===== src/rtl/decrement_scheduler.sv =====
// Round-robin scheduler sharing one external W-bit decrementer among NCH countdown channels.
// Optional macro DEC_SCHED_CANCEL_EN adds cancel_valid/cancel_ch to abort an active channel.
module decrement_scheduler #(
    parameter int NCH = 4,
    parameter int W   = 4,
    parameter int CW  = 2
) (
    input  logic           clk,
    input  logic           rst_n,
    input  logic           load_valid,
    input  logic [CW-1:0]  load_ch,
    input  logic [W-1:0]   load_val,
    output logic           load_ready,
    output logic [W-1:0]   dec_a,
    input  logic [W-1:0]   dec_s,
    input  logic           dec_cout,
    output logic [NCH-1:0] busy,
    output logic [NCH-1:0] expire,
    output logic           err
`ifdef DEC_SCHED_CANCEL_EN
    ,
    input  logic           cancel_valid,
    input  logic [CW-1:0]  cancel_ch
`endif
);

    localparam logic [0:0] ST_IDLE   = 1'b0;
    localparam logic [0:0] ST_ACTIVE = 1'b1;

    logic [W-1:0]   cnt_r [NCH];
    logic [NCH-1:0] busy_r;
    logic [NCH-1:0] expire_r;
    logic           err_r;
    logic [CW-1:0]  ptr_r;

    logic           gnt_valid_s;
    logic [CW-1:0]  gnt_ch_s;
    logic [W-1:0]   dec_a_s;
    logic           load_ready_s;
    logic           load_acc_s;
    logic           cancel_hit_s;
    logic [CW-1:0]  cancel_ch_s;

    // Channel index reached by stepping 'step' places past 'base', wrapping at NCH.
    function automatic logic [CW-1:0] rr_index(input logic [CW-1:0] base, input int step);
        int sum;
        sum = (int'(base) + step) % NCH;
        return CW'(sum);
    endfunction

    // Grant search: scanned backwards so the nearest busy channel after ptr wins.
    always_comb begin
        gnt_valid_s = 1'b0;
        gnt_ch_s    = '0;
        for (int i = NCH; i >= 1; i--) begin
            if (busy_r[rr_index(ptr_r, i)] == ST_ACTIVE) begin
                gnt_valid_s = 1'b1;
                gnt_ch_s    = rr_index(ptr_r, i);
            end else begin
                gnt_valid_s = gnt_valid_s;
            end
        end
    end

    // Shared decrementer operand; held at zero when nothing is granted.
    always_comb begin
        dec_a_s = '0;
        if (gnt_valid_s) begin
            dec_a_s = cnt_r[gnt_ch_s];
        end else begin
            dec_a_s = '0;
        end
    end

    // Load handshake: an active channel is never overwritten.
    always_comb begin
        load_ready_s = 1'b0;
        if (int'(load_ch) < NCH) begin
            load_ready_s = (busy_r[load_ch] == ST_IDLE);
        end else begin
            load_ready_s = 1'b0;
        end
    end

    assign load_acc_s = load_valid & load_ready_s;

`ifdef DEC_SCHED_CANCEL_EN
    // Cancel only matters on an active channel; on an idle one it is a no-op.
    always_comb begin
        cancel_ch_s  = cancel_ch;
        cancel_hit_s = 1'b0;
        if (cancel_valid && (int'(cancel_ch) < NCH)) begin
            cancel_hit_s = (busy_r[cancel_ch] == ST_ACTIVE);
        end else begin
            cancel_hit_s = 1'b0;
        end
    end
`else
    assign cancel_ch_s  = '0;
    assign cancel_hit_s = 1'b0;
`endif

    // Channel state, write-back, expire pulses and sticky borrow error.
    always_ff @(posedge clk or negedge rst_n) begin
        if (!rst_n) begin
            for (int i = 0; i < NCH; i++) begin
                cnt_r[i] <= '0;
            end
            busy_r   <= '0;
            expire_r <= '0;
            err_r    <= 1'b0;
            ptr_r    <= CW'(NCH - 1);
        end else begin
            expire_r <= '0;
            if (gnt_valid_s) begin
                cnt_r[gnt_ch_s] <= dec_s;
                ptr_r           <= gnt_ch_s;
                if (dec_s == '0) begin
                    busy_r[gnt_ch_s]   <= ST_IDLE;
                    expire_r[gnt_ch_s] <= 1'b1;
                end
                if (!dec_cout) begin
                    err_r <= 1'b1;
                end
            end
            if (load_acc_s) begin
                if (load_val != '0) begin
                    cnt_r[load_ch]  <= load_val;
                    busy_r[load_ch] <= ST_ACTIVE;
                end else begin
                    expire_r[load_ch] <= 1'b1;
                end
            end
            // Cancel is applied last so it overrides a same-cycle write-back and its expire.
            if (cancel_hit_s) begin
                cnt_r[cancel_ch_s]    <= '0;
                busy_r[cancel_ch_s]   <= ST_IDLE;
                expire_r[cancel_ch_s] <= 1'b0;
            end
        end
    end

    assign load_ready = load_ready_s;
    assign dec_a      = dec_a_s;
    assign busy       = busy_r;
    assign expire     = expire_r;
    assign err        = err_r;

endmodule


===== config.mk =====
export PLATFORM = sky130hd
export DESIGN_NAME = decrement_scheduler
export DESIGN_NICKNAME = d
export VERILOG_FILES = /design/src/rtl/decrement_scheduler.sv
export SDC_FILE = /design/constraint.sdc
export NUM_CORES = 1
export LEC_CHECK = 0
export CORE_MARGIN = 2
export CORE_UTILIZATION = 56
export CTS_CLUSTER_SIZE = 14
export DETAILED_ROUTE_END_ITERATION = 8
export PLACE_DENSITY = 0.84
export SLEW_MARGIN = 20
export SYNTH_ARGS = -nofsm -noshare
export SYNTH_HDL_FRONTEND = slang
export SYNTH_SLANG_ARGS = --single-unit

===== constraint.sdc =====
create_clock -name clk -period 2.9 [get_ports clk]
set_input_delay 0.435 -clock clk [delete_from_list [all_inputs] [get_ports clk]]
set_output_delay 0.435 -clock clk [all_outputs]
set_load 0.02 [all_outputs]

Word-level counts from Yosys, hierarchy flattened:

Cells that the tools add are included.

* flip-flop bits (word level): 27
* output and inout bits: 14
* word-level logic and storage cells: 83

* add/sub/neg operators: 4
* order comparisons: 12
* mux-type cells: 43
* bitwise logic cells: 9
* reduce and logical (&&, ||, !) cells: 7

Operator list (count)
* two-way mux 4 bit: 13
* two-way mux 16 bit: 3
* bitwise mux 16 bit: 2
* less-than comparator 2 x 3 -> 1 bit, second input constant: 6
* demux 4 bit (select 2 bit): 2
* two-way mux 1 bit: 11
* binary-select mux 1 bit (select 2 bit): 5
* binary-select mux 4 bit (select 2 bit): 1
* two-way mux 2 bit: 4
* OR 4 bit: 2
* >= comparator 3 bit, second input constant: 2
* less-than comparator 3 x 1 -> 1 bit, second input constant: 2
* inverter 2 -> 3 bit: 2
* adder 2 x 1 -> 2 bit, second input constant: 2
* adder 2 bit, second input constant: 2
* bitwise AND 4 bit: 1
* demux 1 bit (select 2 bit): 2
* >= comparator 2 x 1 -> 1 bit, second input constant: 2
* logical AND 1 bit: 4
* logical NOT 4 bit: 1
* inverter 4 bit: 1
* nonzero test 4 bit: 1
* inverter 1 bit: 2
* AND reduction 2 bit: 1
* bitwise AND 1 bit: 1

Depth between registers and ports, before layout:

* depth in word-level cells: 18
* mapped depth: 6
* gate-level depth less buffers: 5

Worst setup path after synthesis:

No wires, ideal clock.

* path kind: reg2out
* start: reg busy_r[3], in the netlist busy[3]
* end: out dec_a[0]
* data arrival time: 1.677 ns
* required time: 2.465 ns
* slack: 0.788 ns
* cell stages (with the launch flop): 6
* buffers on the path: 1
* cell sequence: dfrtp_1 > buf_4 > o21ai_1 > a21oi_1 > or3_1 > o22ai_1

* longest elaborated chain between the ends: 11

Ends and longest elaborated chain
* from (decl): line 31 `logic [NCH-1:0] busy_r;`
* from (signal assigned): line 109 `busy_r <= '0;`
* from (signal, indexed assignment): line 119 `busy_r[gnt_ch_s] <= ST_IDLE;`
* from (signal, indexed assignment): line 129 `busy_r[load_ch] <= ST_ACTIVE;`
* binary-select mux 1 bit (select 2 bit): line 56 `if (busy_r[rr_index(ptr_r, i)] == ST_ACTIVE) begin`
* two-way mux 1 bit (not written as such): line 56
* two-way mux 2 bit (4 in series): line 56
* inverter 2 -> 3 bit (not written as such): line 69 `dec_a_s = cnt_r[gnt_ch_s];`
* binary-select mux 4 bit (select 2 bit): line 69
* two-way mux 4 bit (not written as such) (2 in series): line 69
* two-way mux 4 bit (*): line 68 `if (gnt_valid_s) begin`
* to (decl): line 14 `output logic [W-1:0] dec_a,`

Every way passes the cells marked *; elsewhere a longest branch is shown, timed or not. The select of a mux whose other input is x is not followed.

Worst setup path in the final report:

* start: reg ptr_r[1]
* end: out dec_a[1]

* longest elaborated chain between the ends: 12

Ends and longest elaborated chain
* from (decl): line 34 `logic [CW-1:0] ptr_r;`
* from (signal assigned): line 112 `ptr_r <= CW'(NCH - 1);`
* from (signal assigned): line 117 `ptr_r <= gnt_ch_s;`
* adder 2 x 1 -> 2 bit: line 47 `sum = (int'(base) + step) % NCH;`
* binary-select mux 1 bit (select 2 bit): line 56
* two-way mux 1 bit (not written as such): line 56
* two-way mux 2 bit (4 in series): line 56
* inverter 2 -> 3 bit (not written as such): line 69
* binary-select mux 4 bit (select 2 bit): line 69
* two-way mux 4 bit (not written as such) (2 in series): line 69
* two-way mux 4 bit (*): line 68

Marked as above.

==> results.json <==
{
  "worst_pin_slew_ps": 660,
  "drc": 0,
  "diodes": 0,
  "pin_count": 28,
  "crit_slowest_cell": "dfstp_2",
  "drive_gt1_share_pct": 9.80,
  "placed_area_sq_um": 1920,
  "critical_path.top_delay_family": "flip-flops",
  "grt.overflow.total": 0,
  "status": "complete, no violations",
  "dr.pass1.iters": 4,
  "setup_viol": 0,
  "drv_cap": 0,
  "final_cell_mix": "dfrtp_1 (25), mux2i_1 (24), clkdlybuf4s50_1 (23)",
  "path_buf_inv": 2,
  "synth-seq-area-share_pct": 42.4,
  "synth_edf_count": 0,
  "cp.arrival_ps": 2300,
  "end_kind": "output port",
  "cts_made_buffers": 3,
  "cpPeakStageDelay_ps": 680,
  "rows": 19,
  "syn_inst": 172,
  "switching_power_mw": 1.07,
  "final_nets": 219,
  "dieWidth_microns": 57.5,
  "hold_viol": 0,
  "clockBufferDepth": 2,
  "pwr-share-seq_pct": 30.3,
  "period_share_pct": 94.5,
  "rr_startpoint": "busy[0]",
  "wl_per_cell_microns": 17.4,
  "async_flop_share_pct": 100,
  "core_sq_um": 2730,
  "rsz0062_at_grt": "no",
  "r2r-end": "cnt_r[9]",
  "critPathKind": "register to output port",
  "clk_pin_slew_ps": 140,
  "htree_levels": 1,
  "grt_pass1_wl_microns": 6790,
  "reg2reg_depth": 6,
  "grt_use_total_pct": 26.8,
  "grt_pass1_vias": 1433,
  "drt_first_iter_violations": 100,
  "final_area_sq_um": 1960,
  "synth_nets": 186,
  "layout_commonest_cell": "dfrtp_1",
  "route.vias.total": 1457,
  "ys.flop_type": "dfrtp_1",
  "area_growth_pct": 22.2,
  "clock_latency_ps": 320,
  "clockRootBuffer": "clkbuf_4",
  "p_sw_share_pct": 45.3,
  "ant_nets": 0,
  "synth_cell_type_count": 38,
  "slew_headroom_pct": 55.6,
  "p_int_mw": 1.30,
  "avgSynthCellArea_sq_um": 9.30,
  "clockPowerShare_pct": 6.8,
  "synth_top_area_share_pct": 39.1,
  "die_area_sq_um": 3300,
  "cts_tree": "yes",
  "synthesis.area_sq_um": 1600,
  "drt_wl_total_microns": 4080,
  "crit_chain": "nand2b_1, a2bb2oi_1, o221ai_1, buf_4, mux2i_1, o22ai_1, dlygate4sd2_1",
  "fmax_ghz": 0.365,
  "synth_area_leaders": "dfrtp_1 (39%), mux2i_1 (15%), o21ai_0 (5.6%), nand2_1 (5.2%), dfstp_2 (3.3%)",
  "dpl.hpwl_microns": 3040,
  "grt_max_degree": 28,
  "setup_ws_ps": 160,
  "skew_ps": 5.00,
  "synth_top_area_cell": "dfrtp_1",
  "setup_tns_ps": 0,
  "layout_min_cycle_time_ps": 2740,
  "initial_utilization_pct": 58.5,
  "gp_congestion": 0.867,
  "required_ps": 2470,
  "antenna_found_initial": 0,
  "power_leakage_nw": 0.858,
  "pre_cts_ws_ps": 307,
  "critPathLaunchType": "register",
  "ys_warn_count": 0,
  "power_density_nw_per_um2": 1210,
  "p_comb_share_pct": 62.9,
  "r2r_slack_ps": 1180,
  "peakVddDrop_v": 0.00109,
  "fin_total_pwr_mw": 2.37,
  "cp_max_fo": 15,
  "vias_per_cell": 6.20,
  "numPortBuffers": 27,
  "cts_sinks": 27,
  "ys_ff_latch": 27,
  "die-height_microns": 57.5,
  "hold_class": "primary input to async pin",
  "final_max_slew_viol_count": 0
}
[metrics by stage]
stage / cells / hold WS [ps] / utilization [%]
CTS: 235 / 475 / 71.5
finish: 235 / 463 / 71.5
detailed placement: 229 / 486 / 70.2
global route: 235 / 506 / 71.5
floorplan: 172 / 139 / -
global placement: 229 / 459 / 70.2
[kinds of logic (layout without fill, tap and decap cells)]
group | count (synthesis) | count (layout) | share of synthesized area [%]
compound gates | 51 | 51 | 19.5
flops | 27 | 27 | 42.4
simple gates | 56 | 56 | 18.4
buf+inv | 13 | 45 | 4.07
mux | 25 | 25 | 15.7
[flip-flops by register name, indices dropped and copies added, names as in the netlist]
register / count
ptr_r: 2
cnt_r: 16
expire: 4
busy: 4
err: 1
[power groups by stage]
stage / Combinational [mW] / Clock, mW / Sequential [mW]
after floorplan: 1.05 / 0 / 0.689
after global placement: 1.45 / 0 / 0.733
after detailed placement: 1.50 / 0 / 0.744
after CTS: 1.49 / 0.165 / 0.714
after global routing: 1.61 / 0.177 / 0.742
final: 1.49 / 0.161 / 0.719
[Yosys cell counts (all sizes together) (2+ instances only)]
| master | instances |
|---|---|
| a21oi | 5 |
| buf | 6 |
| inv | 4 |
| a21o | 2 |
| or3 | 2 |
| nand2b | 8 |
| nor2 | 3 |
| nand2 | 22 |
| o21ai | 25 |
| o221ai | 2 |
| nor3 | 3 |
| nor2b | 5 |
| a2bb2oi | 2 |
| mux2i | 24 |
| or4 | 2 |
| dfstp | 2 |
| nand3 | 3 |
| clkbuf | 3 |
| and2 | 4 |
| o22ai | 8 |
| dfrtp | 25 |
| o21bai | 2 |
[how the worst max path moves through the flow]
stage          startpoint          to  slack [ps]  depth (start not counted)
2_1_floorplan     busy[3]    dec_a[0]         790                          5
3_3_place_gp   load_ch[1]  load_ready         350                          4
3_5_place_dp     ptr_r[0]    dec_a[0]         310                          5
4_1_cts          ptr_r[1]    dec_a[1]         150                          7
5_1_grt          ptr_r[1]    dec_a[2]          50                          7
6_report         ptr_r[1]    dec_a[1]         160                          7
[final cells by class]
type | count | area (sq um)
Clock buffer | 4 | 26.3
Fill cell | 219 | 778
Inverter | 4 | 15.0
Sequential cell | 27 | 678
Multi-Input combinational cell | 132 | 857
Tap cell | 31 | 38.8
Timing Repair Buffer | 37 | 340
[per-layer routing]
| metal | vias up | global-route usage [%] | routed length [microns] |
|---|---|---|---|
| li1 | 684 | - | - |
| met1 | 695 | 33.9 | 1670 |
| met2 | 69 | 46.6 | 2070 |
| met3 | 9 | 2.27 | 237 |
| met4 | 0 | 11.6 | 114 |
| met5 | - | 0 | 0 |
[timing repair]
item / 4_1_cts / 5_1_grt
setup buffers: 2 / 0
resized for setup: 4 / 0
setup endpoints to repair: 4 / 0
hold buffers: 0 / 0
Note: power is estimated with default switching activity, not from simulation.
